[src/rtl/poly_pkg.sv]
// poly_pkg: shared types, operand indices and default phase lengths for the polynomial operand feeder
package poly_pkg;
  typedef enum logic [2:0] {IDLE, DRIVE_HI, DRIVE_LO, SETTLE, DONE} state_t;
  localparam logic [1:0] OP_A = 2'd0;
  localparam logic [1:0] OP_B = 2'd1;
  localparam logic [1:0] OP_C = 2'd2;
  localparam logic [1:0] OP_X = 2'd3;
  localparam int DEF_GO_HIGH = 2;
  localparam int DEF_GO_LOW = 2;
  localparam int DEF_SETTLE = 6;
  function automatic logic [7:0] op_sel(input logic [1:0] idx, input logic [7:0] a, b, c, x);
    return idx == OP_A ? a : idx == OP_B ? b : idx == OP_C ? c : x;
  endfunction
endpackage

[src/rtl/phase_counter.sv]
// phase_counter: loadable down-counter that parks at zero and flags it
module phase_counter #(
  parameter int W = 1
) (
  input  logic         clk,
  input  logic         rst,
  input  logic         load_i,
  input  logic [W-1:0] value_i,
  output logic         zero_o
);
  logic [W-1:0] count_q, count_d;
  assign count_d = load_i ? value_i : (count_q != '0) ? count_q - W'(1) : count_q;
  assign zero_o = count_q == '0;
  // load wins over the decrement so a phase change restarts the count on the same edge
  always_ff @(posedge clk) begin
    if (rst) count_q <= '0;
    else count_q <= count_d;
  end
endmodule

[src/rtl/poly_operand_feeder.sv]
// poly_operand_feeder: replays four parallel operands to the polynomial evaluator as go phases and captures its result
module poly_operand_feeder
  import poly_pkg::*;
#(
  parameter int GO_HIGH_CYCLES = DEF_GO_HIGH,
  parameter int GO_LOW_CYCLES  = DEF_GO_LOW,
  parameter int SETTLE_CYCLES  = DEF_SETTLE
) (
  input  logic       clk,
  input  logic       reset,
  input  logic       start,
  input  logic [7:0] a_in,
  input  logic [7:0] b_in,
  input  logic [7:0] c_in,
  input  logic [7:0] x_in,
  input  logic [7:0] data_result,
  output logic [7:0] data_in,
  output logic       go,
  output logic       busy,
  output logic       done,
  output logic [7:0] result
);
  localparam int HL = GO_HIGH_CYCLES > GO_LOW_CYCLES ? GO_HIGH_CYCLES : GO_LOW_CYCLES;
  localparam int MAXP = HL > SETTLE_CYCLES ? HL : SETTLE_CYCLES;
  localparam int CW = MAXP > 1 ? $clog2(MAXP) : 1;
  localparam logic [CW-1:0] HI_LD = CW'(GO_HIGH_CYCLES - 1);
  localparam logic [CW-1:0] LO_LD = CW'(GO_LOW_CYCLES - 1);
  localparam logic [CW-1:0] ST_LD = CW'(SETTLE_CYCLES - 1);
  state_t state_q, state_d;
  logic [1:0] idx_q, idx_d;
  logic [7:0] a_q, b_q, c_q, x_q;
  logic [7:0] din_q, din_d;
  logic [7:0] result_q;
  logic [CW-1:0] ld_val;
  logic ld, cnt_zero, accept;
  phase_counter #(.W(CW)) u_cnt (
    .clk    (clk),
    .rst    (reset),
    .load_i (ld),
    .value_i(ld_val),
    .zero_o (cnt_zero)
  );
  assign accept = state_q == IDLE && start;
  // phase sequencing: every state change reloads the counter with the next phase length
  always_comb begin
    state_d = state_q;
    idx_d = idx_q;
    ld = 1'b0;
    ld_val = HI_LD;
    case (state_q)
      IDLE: if (start) begin
        state_d = DRIVE_HI;
        idx_d = OP_A;
        ld = 1'b1;
      end
      DRIVE_HI: if (cnt_zero) begin
        state_d = DRIVE_LO;
        ld = 1'b1;
        ld_val = LO_LD;
      end
      DRIVE_LO: if (cnt_zero) begin
        ld = 1'b1;
        state_d = idx_q == OP_X ? SETTLE : DRIVE_HI;
        ld_val = idx_q == OP_X ? ST_LD : HI_LD;
        idx_d = idx_q == OP_X ? idx_q : idx_q + 2'd1;
      end
      SETTLE: if (cnt_zero) state_d = DONE;
      DONE: state_d = IDLE;
      default: state_d = IDLE;
    endcase
  end
  // the accepting edge has no latched operands yet, so A comes straight from the input
  assign din_d = accept ? a_in
               : (state_d == DRIVE_HI || state_d == DRIVE_LO) ? op_sel(idx_d, a_q, b_q, c_q, x_q)
               : 8'h00;
  // state, operand latch, presented operand and captured result
  always_ff @(posedge clk) begin
    if (reset) begin
      state_q <= IDLE;
      idx_q <= OP_A;
      {a_q, b_q, c_q, x_q} <= '0;
      din_q <= 8'h00;
      result_q <= 8'h00;
    end else begin
      state_q <= state_d;
      idx_q <= idx_d;
      din_q <= din_d;
      if (accept) {a_q, b_q, c_q, x_q} <= {a_in, b_in, c_in, x_in};
      if (state_q == SETTLE && cnt_zero) result_q <= data_result;
    end
  end
  assign data_in = din_q;
  assign go = state_q == DRIVE_HI;
  assign busy = state_q != IDLE;
  assign done = state_q == DONE;
  assign result = result_q;
endmodule

[config.mk]
export PLATFORM = sky130hd
export DESIGN_NAME = poly_operand_feeder
export DESIGN_NICKNAME = d
export VERILOG_FILES = /design/src/rtl/poly_pkg.sv /design/src/rtl/phase_counter.sv /design/src/rtl/poly_operand_feeder.sv
export SDC_FILE = /design/constraint.sdc
export NUM_CORES = 1
export LEC_CHECK = 0
export CAP_MARGIN = 20
export CELL_PAD_IN_SITES_DETAIL_PLACEMENT = 0
export CELL_PAD_IN_SITES_GLOBAL_PLACEMENT = 1
export CORE_MARGIN = 4
export CORE_UTILIZATION = 32
export DETAILED_ROUTE_END_ITERATION = 8
export GPL_TIMING_DRIVEN = 0
export PLACE_DENSITY_LB_ADDON = 0.1
export SYNTH_ARGS = -nofsm -noshare
export SYNTH_HDL_FRONTEND = slang
export SYNTH_SLANG_ARGS = --single-unit
[constraint.sdc]
create_clock -name clk -period 2 [get_ports clk]
set_clock_uncertainty 0.2 [all_clocks]
set_input_delay 0.2 -clock clk [delete_from_list [all_inputs] [get_ports clk]]
set_output_delay 0.2 -clock clk [all_outputs]
set_load 0.03 [all_outputs]
== Yosys cells after proc, flatten, opt, wreduce, memory -nomap -nowiden ==
Index checks and enable logic that the tools add are counted.

* Add/sub/neg operators: 2
* Equality and inequality tests: 9
* Multiplexer cells: 23
* Reduce and logical (&&, ||, !) cells: 10

{| class="wikitable"
|+ Operators with widths
! cell !! number
|-
| $mux 8 || 5
|-
| $mux 3 || 9
|-
| $pmux 3 s4 || 1
|-
| $eq 3x2->1 const B || 3
|-
| $mux 2 || 4
|-
| $eq 3x1->1 const B || 2
|-
| $logic_not 3->1 || 2
|-
| $reduce_bool 3->1 || 2
|-
| $eq 2x2->1 const B || 2
|-
| $pmux 2 s2 || 1
|-
| $eq 3x3->1 const B || 1
|-
| $sub 3x1->3 const B || 1
|-
| $add 2x1->2 const B || 1
|-
| $eq 2x1->1 const B || 1
|-
| $logic_and 1x1->1 || 2
|-
| $logic_not 2->1 || 1
|-
| $mux 1 || 2
|-
| $pmux 1 s2 || 1
|-
| $reduce_bool 2->1 || 1
|-
| $reduce_or 2->1 || 1
|-
| $logic_or 1x1->1 || 1
|}

* Register bits: 56
* Input port bits: 43

== Depth between registers and ports, before layout ==
* Depth in word-level cells: 10
* Gate-level depth with buffers: 8
* Gate-level depth less buffers: 6

== Hierarchy ==
From an unflattened synthesis, not the netlist that was laid out.

* Cell total of the unflattened synthesis: 373
* Area, all modules: 2931.6 um^2

{| class="wikitable"
|+ Modules (own cells, without submodules)
! module !! instances !! cells an instance !! area an instance (um^2)
|-
| poly_operand_feeder || 1 || 351 || 2725.1
|-
| phase_counter || 1 || 22 || 206.4
|}

== Least setup slack after synthesis ==
No wires, ideal clock.

* Path type: reg2reg
* Start: register state_q[0]
* End: register din_q[0], in the netlist data_in[0]
* Library setup time: 91 ps
* Arrival time: 1691 ps
* Path slack: 18 ps
* Cell stages (with the launch flop): 6
* Path buffers: 1
* Cells stage by stage: dfxtp_1 > buf_2 > nor3b_2 > a21oi_1 > a21o_1 > a311oi_1

* Elaborated cells on any way between the ends: 22

{| class="wikitable"
|+ RTL lines
! item !! RTL line !! text
|-
| start: declaration || poly_operand_feeder.sv:29 || <nowiki>state_t state_q, state_d;</nowiki>
|-
| start signal: assignment || poly_operand_feeder.sv:85 || <nowiki>state_q <= state_d;</nowiki>
|-
| $eq 3x1->1 * || - ||
|-
| net go || poly_operand_feeder.sv:18 || <nowiki>output logic go,</nowiki>
|-
| $pmux 3 s4 * || poly_operand_feeder.sv:50 || <nowiki>case (state_q)</nowiki>
|-
| $eq 3x1->1 / $eq 3x2->1 (equally long branches) || poly_operand_feeder.sv:74 || <nowiki>: (state_d == DRIVE_HI || state_d == DRIVE_LO) ? op_sel(idx_d, a_q, b_q, c_q, x_q)</nowiki>
|-
| $logic_or 1x1->1 * || poly_operand_feeder.sv:74 ||
|-
| $mux 8 * || poly_operand_feeder.sv:74 ||
|-
| $mux 8 * || poly_operand_feeder.sv:73 || <nowiki>assign din_d = accept ? a_in</nowiki>
|-
| end signal: assignment || poly_operand_feeder.sv:87 || <nowiki>din_q <= din_d;</nowiki>
|-
| end: declaration || poly_operand_feeder.sv:32 || <nowiki>logic [7:0] din_q, din_d;</nowiki>
|}

Mark *: on every way through the listed nets, which the timed path passes. The rest lies on a longest branch.
A chain may end at the register's enable or synchronous reset.

== Worst setup path in the final report ==
* Start: register state_q[1]
* End: register din_q[5], in the netlist data_in[5]

* Longest elaborated chain between the ends: 8
* Elaborated cells on any way between the ends: 22

{| class="wikitable"
|+ Ends and longest elaborated chain
! item !! RTL line !! text
|-
| $eq 3x2->1 / $logic_not 3->1 (equally long branches) || poly_operand_feeder.sv:50, poly_operand_feeder.sv:43 ||
|-
| $pmux 2 s2 || poly_operand_feeder.sv:50 ||
|-
| $eq 2x2->1 || poly_pkg.sv:12 || <nowiki>return idx == OP_A ? a : idx == OP_B ? b : idx == OP_C ? c : x;</nowiki>
|-
| $mux 8 (3 in series) || poly_pkg.sv:12 ||
|-
| $mux 8 || poly_operand_feeder.sv:74 ||
|-
| $mux 8 * || poly_operand_feeder.sv:73 ||
|}

Every way passes the cells marked *; elsewhere a longest branch is shown, timed or not.

==> out/metrics.cfg <==
[worst_setup_path]
start_kind = register
crit_family = compound AO/OA/AOI/OAI gates
endpoint_kind = register
worstPathMaxFanout = 10
r2r_cells = 5
slowest_delay_ps = 420
path_class = register to register
crit_chain = or3b_1 -> buf_4 -> o211ai_4 -> a21oi_1 -> a311oi_1
crit_arrival_ps = 1980
critPathBufInv = 1
crit_required_ps = 2030
cp.depth = 5
slowest_stage = dfxtp_4

[synth]
synth_adder_area_share_pct = 0.9447
synthSimpleGateAreaFrac_pct = 27.02
ys_types = 35
synth.area.mux_share_pct = 3.023
seq_area_frac_synth_pct = 42.32
synth_xor_area_share_pct = 0.6613
avgSynthCellArea_sq_um = 7.883
synthesis.area_sq_mm = 0.002649
synth_nets = 381
yosys-top-cells-area = dfxtp_1 (42%), a21oi_1 (11%), nand2_1 (9.2%)
postSynth.asyncResetShare_pct = 0
synth_top_area_cell = dfxtp_1
synth_seq_cells = 56
synthFlopType = dfxtp_1
synth_top_cell_area_share_pct = 42.32
synthCells = 336
synth-edff-count = 0
synth_top_family_by_area = simple AND/OR/NAND/NOR gates
ys_warn_count = 0
synth_compound_area_share_pct = 20.88

[drt]
drc = 0
drtIter0Drc = 118
post_drt_wl_per_cell_um = 15.55
drt_wl_total_um = 7885
routed-via-count = 2575
ant_nets = 0
vias_per_cell = 5.079
firstDrtPassIters = 4

[grt]
grt_pass1_vias = 2501
grt_max_degree = 18
track_usage_pct = 15.45
grt_pass1_wl_um = 12150
gr-total-overflow = 0
antenna_found_initial = 0

[cells_and_area]
finalNetCount = 449
insertedDiodeCount = 0
fillerInstances = 837
syn_to_final_growth_pct = 39.06
fin_area_sq_mm = 0.003684
drive_above_1_share_pct = 15.06
finish.utilization_pct = 46.70
final-instance-count-excl-fill = 507

[run_status]
status = finished, final reports clean

[timing]
timing.slew.headroom_pct = 61.99
post-route-period-util_pct = 97.92
fin_ws_ps = 41.68
whs_ps = 115.9
rsz0062_at_grt = yes
slew_viol_final = 0
setup_viol = 0
worst_pin_slew_ps = 570.2
fin_crit_ps = 1958
timing.fmax_ghz = 0.5106
timing.setup.tns_ps = 0
hold_violations = 0

[clock_network]
cts.sinks = 56
clockBufferDepth = 2
clk_pin_slew_ps = 100
clock_latency_ps = 310
cts-hold-fix-buffers = 0
cts_tree = yes
cts-root-buf = clkbuf_8
cts_buffers = 5
htree_levels = 2

[die]
die-area_sq_mm = 0.009797
die_x_um = 98.98
initial_utilization_pct = 33.58
rows = 32
die_h_um = 98.98
coreArea_sq_mm = 0.007888
io_pins = 62

[place]
hpwl_um = 5577
gp_congestion = 0.7709
port_buffers = 60
placed_cell_area_sq_mm = 0.003377
dp_slack_ps = -391.8
dp_cells = 498

[power]
total_power_mw = 4.205
power_density_mw_per_mm2 = 1142
p_leak_nw = 1.250
vdd_drop_max_mv = 0.3852

[hold_path]
holdCritPathClass = input pin to register
hold_depth = 2

[run]
drv_cap = 0

-- kinds of logic after synthesis --
logic type	after synthesis
xor gates and xnor gates	2
and+or+nand+nor	144
muxes	8
AOI/OAI and AO/OA	92
adders and majority gates	2
buffers and inverters	32
DFF	56
-- state kept, by name, indices dropped and copies added, names as in the netlist --
name           flops
a_q                8
b_q                8
c_q                8
data_in            8
idx_q              2
result             8
state_q            3
u_cnt.count_q      3
x_q                8
-- worst reg2reg max path: cells and delay by family (launching register included) --
| kind | cells | cell delay [ps] |
|---|---|---|
| AOI/OAI and AO/OA | 3 | 700 |
| buffers and inverters | 1 | 190 |
| DFF | 1 | 420 |
| and+or+nand+nor | 1 | 360 |
-- Yosys cell counts, types with 2 or more instances --
cell and n:
buf_1 2, nor2_1 12, nand3b_1 9, nor3b_1 2
o21ai_0 8, o21ai_1 2, a21oi_1 56, nand2b_1 18
clkbuf_1 16, a31oi_1 2, a21o_1 10, buf_2 10
dfxtp_1 56, a2111oi_0 2, a311oi_1 8, nor2b_1 2
mux2i_1 8, nand3_1 11, inv_1 3, ha_1 2
nand2_1 65, nor3_1 18, nor3b_2 2
-- path summary, 6_finish.rpt --
kind | start | slack [ps] | endpoint
worst max register to register | state_q[1] | 40 | data_in[5]
worst max-delay path | state_q[1] | 40 | data_in[5]
worst min register to register | b_q[5] | 260 | b_q[5]
worst min-delay path | reset | 120 | state_q[2]
-- timing repair --
action,in CTS,in global routing
gates resized for setup,29,42
setup endpoints to repair,14,49
gates cloned,0,1
pin swaps,3,5
setup buffers,0,2
hold endpoints to repair,0,0
-- report_power, final --
part	switching [mW]	leakage (nW)	internal [mW]
clock network	0.382	0.0414	0.250
registers	0.133	0.460	1.33
logic	1.25	0.749	0.864
-- area by class of cell --
type                            count  area, sq um  area share (%)
Multi-Input combinational cell    248         1543           41.88
Sequential cell                    56         1130           30.67
Timing Repair Buffer               63        624.3           16.95
Buffer                             27        158.9           4.314
Tap cell                          102        127.6           3.465
Clock buffer                        6        72.57           1.970
Clock inverter                      2        16.27          0.4416
Inverter                            3        11.26          0.3057
-- cells in the final DEF (no fill, tap or decap), types with 3 or more instances in the layout --
master           instances
clkbuf_4                 5
a311oi_1                 7
clkbuf_1                11
buf_6                    3
nand2_1                 65
nor2_1                  12
inv_1                    3
o21ai_1                  4
a21oi_2                  6
nand3_1                 11
nand2b_1                17
buf_2                    3
nor3_1                  11
o21ai_0                  5
buf_4                    5
clkdlybuf4s50_1         57
a21oi_1                 49
clkdlybuf4s15_2          3
nand3b_1                 9
nor3_2                   7
dfxtp_2                  4
mux2i_1                  8
a21o_1                   9
dfxtp_1                 51
clkbuf_8                 5
-- layer usage --
| metal | track usage [%] | routed length, um | vias to the layer above |
|---|---|---|---|
| li1 | - | - | 1309 |
| met1 | 20.71 | 3719 | 1187 |
| met2 | 24.54 | 3588 | 68 |
| met3 | 3.255 | 415 | 11 |
| met4 | 5.462 | 162 | 0 |
| met5 | 0 | 0 | - |
Power figures use the tool's default switching activity.
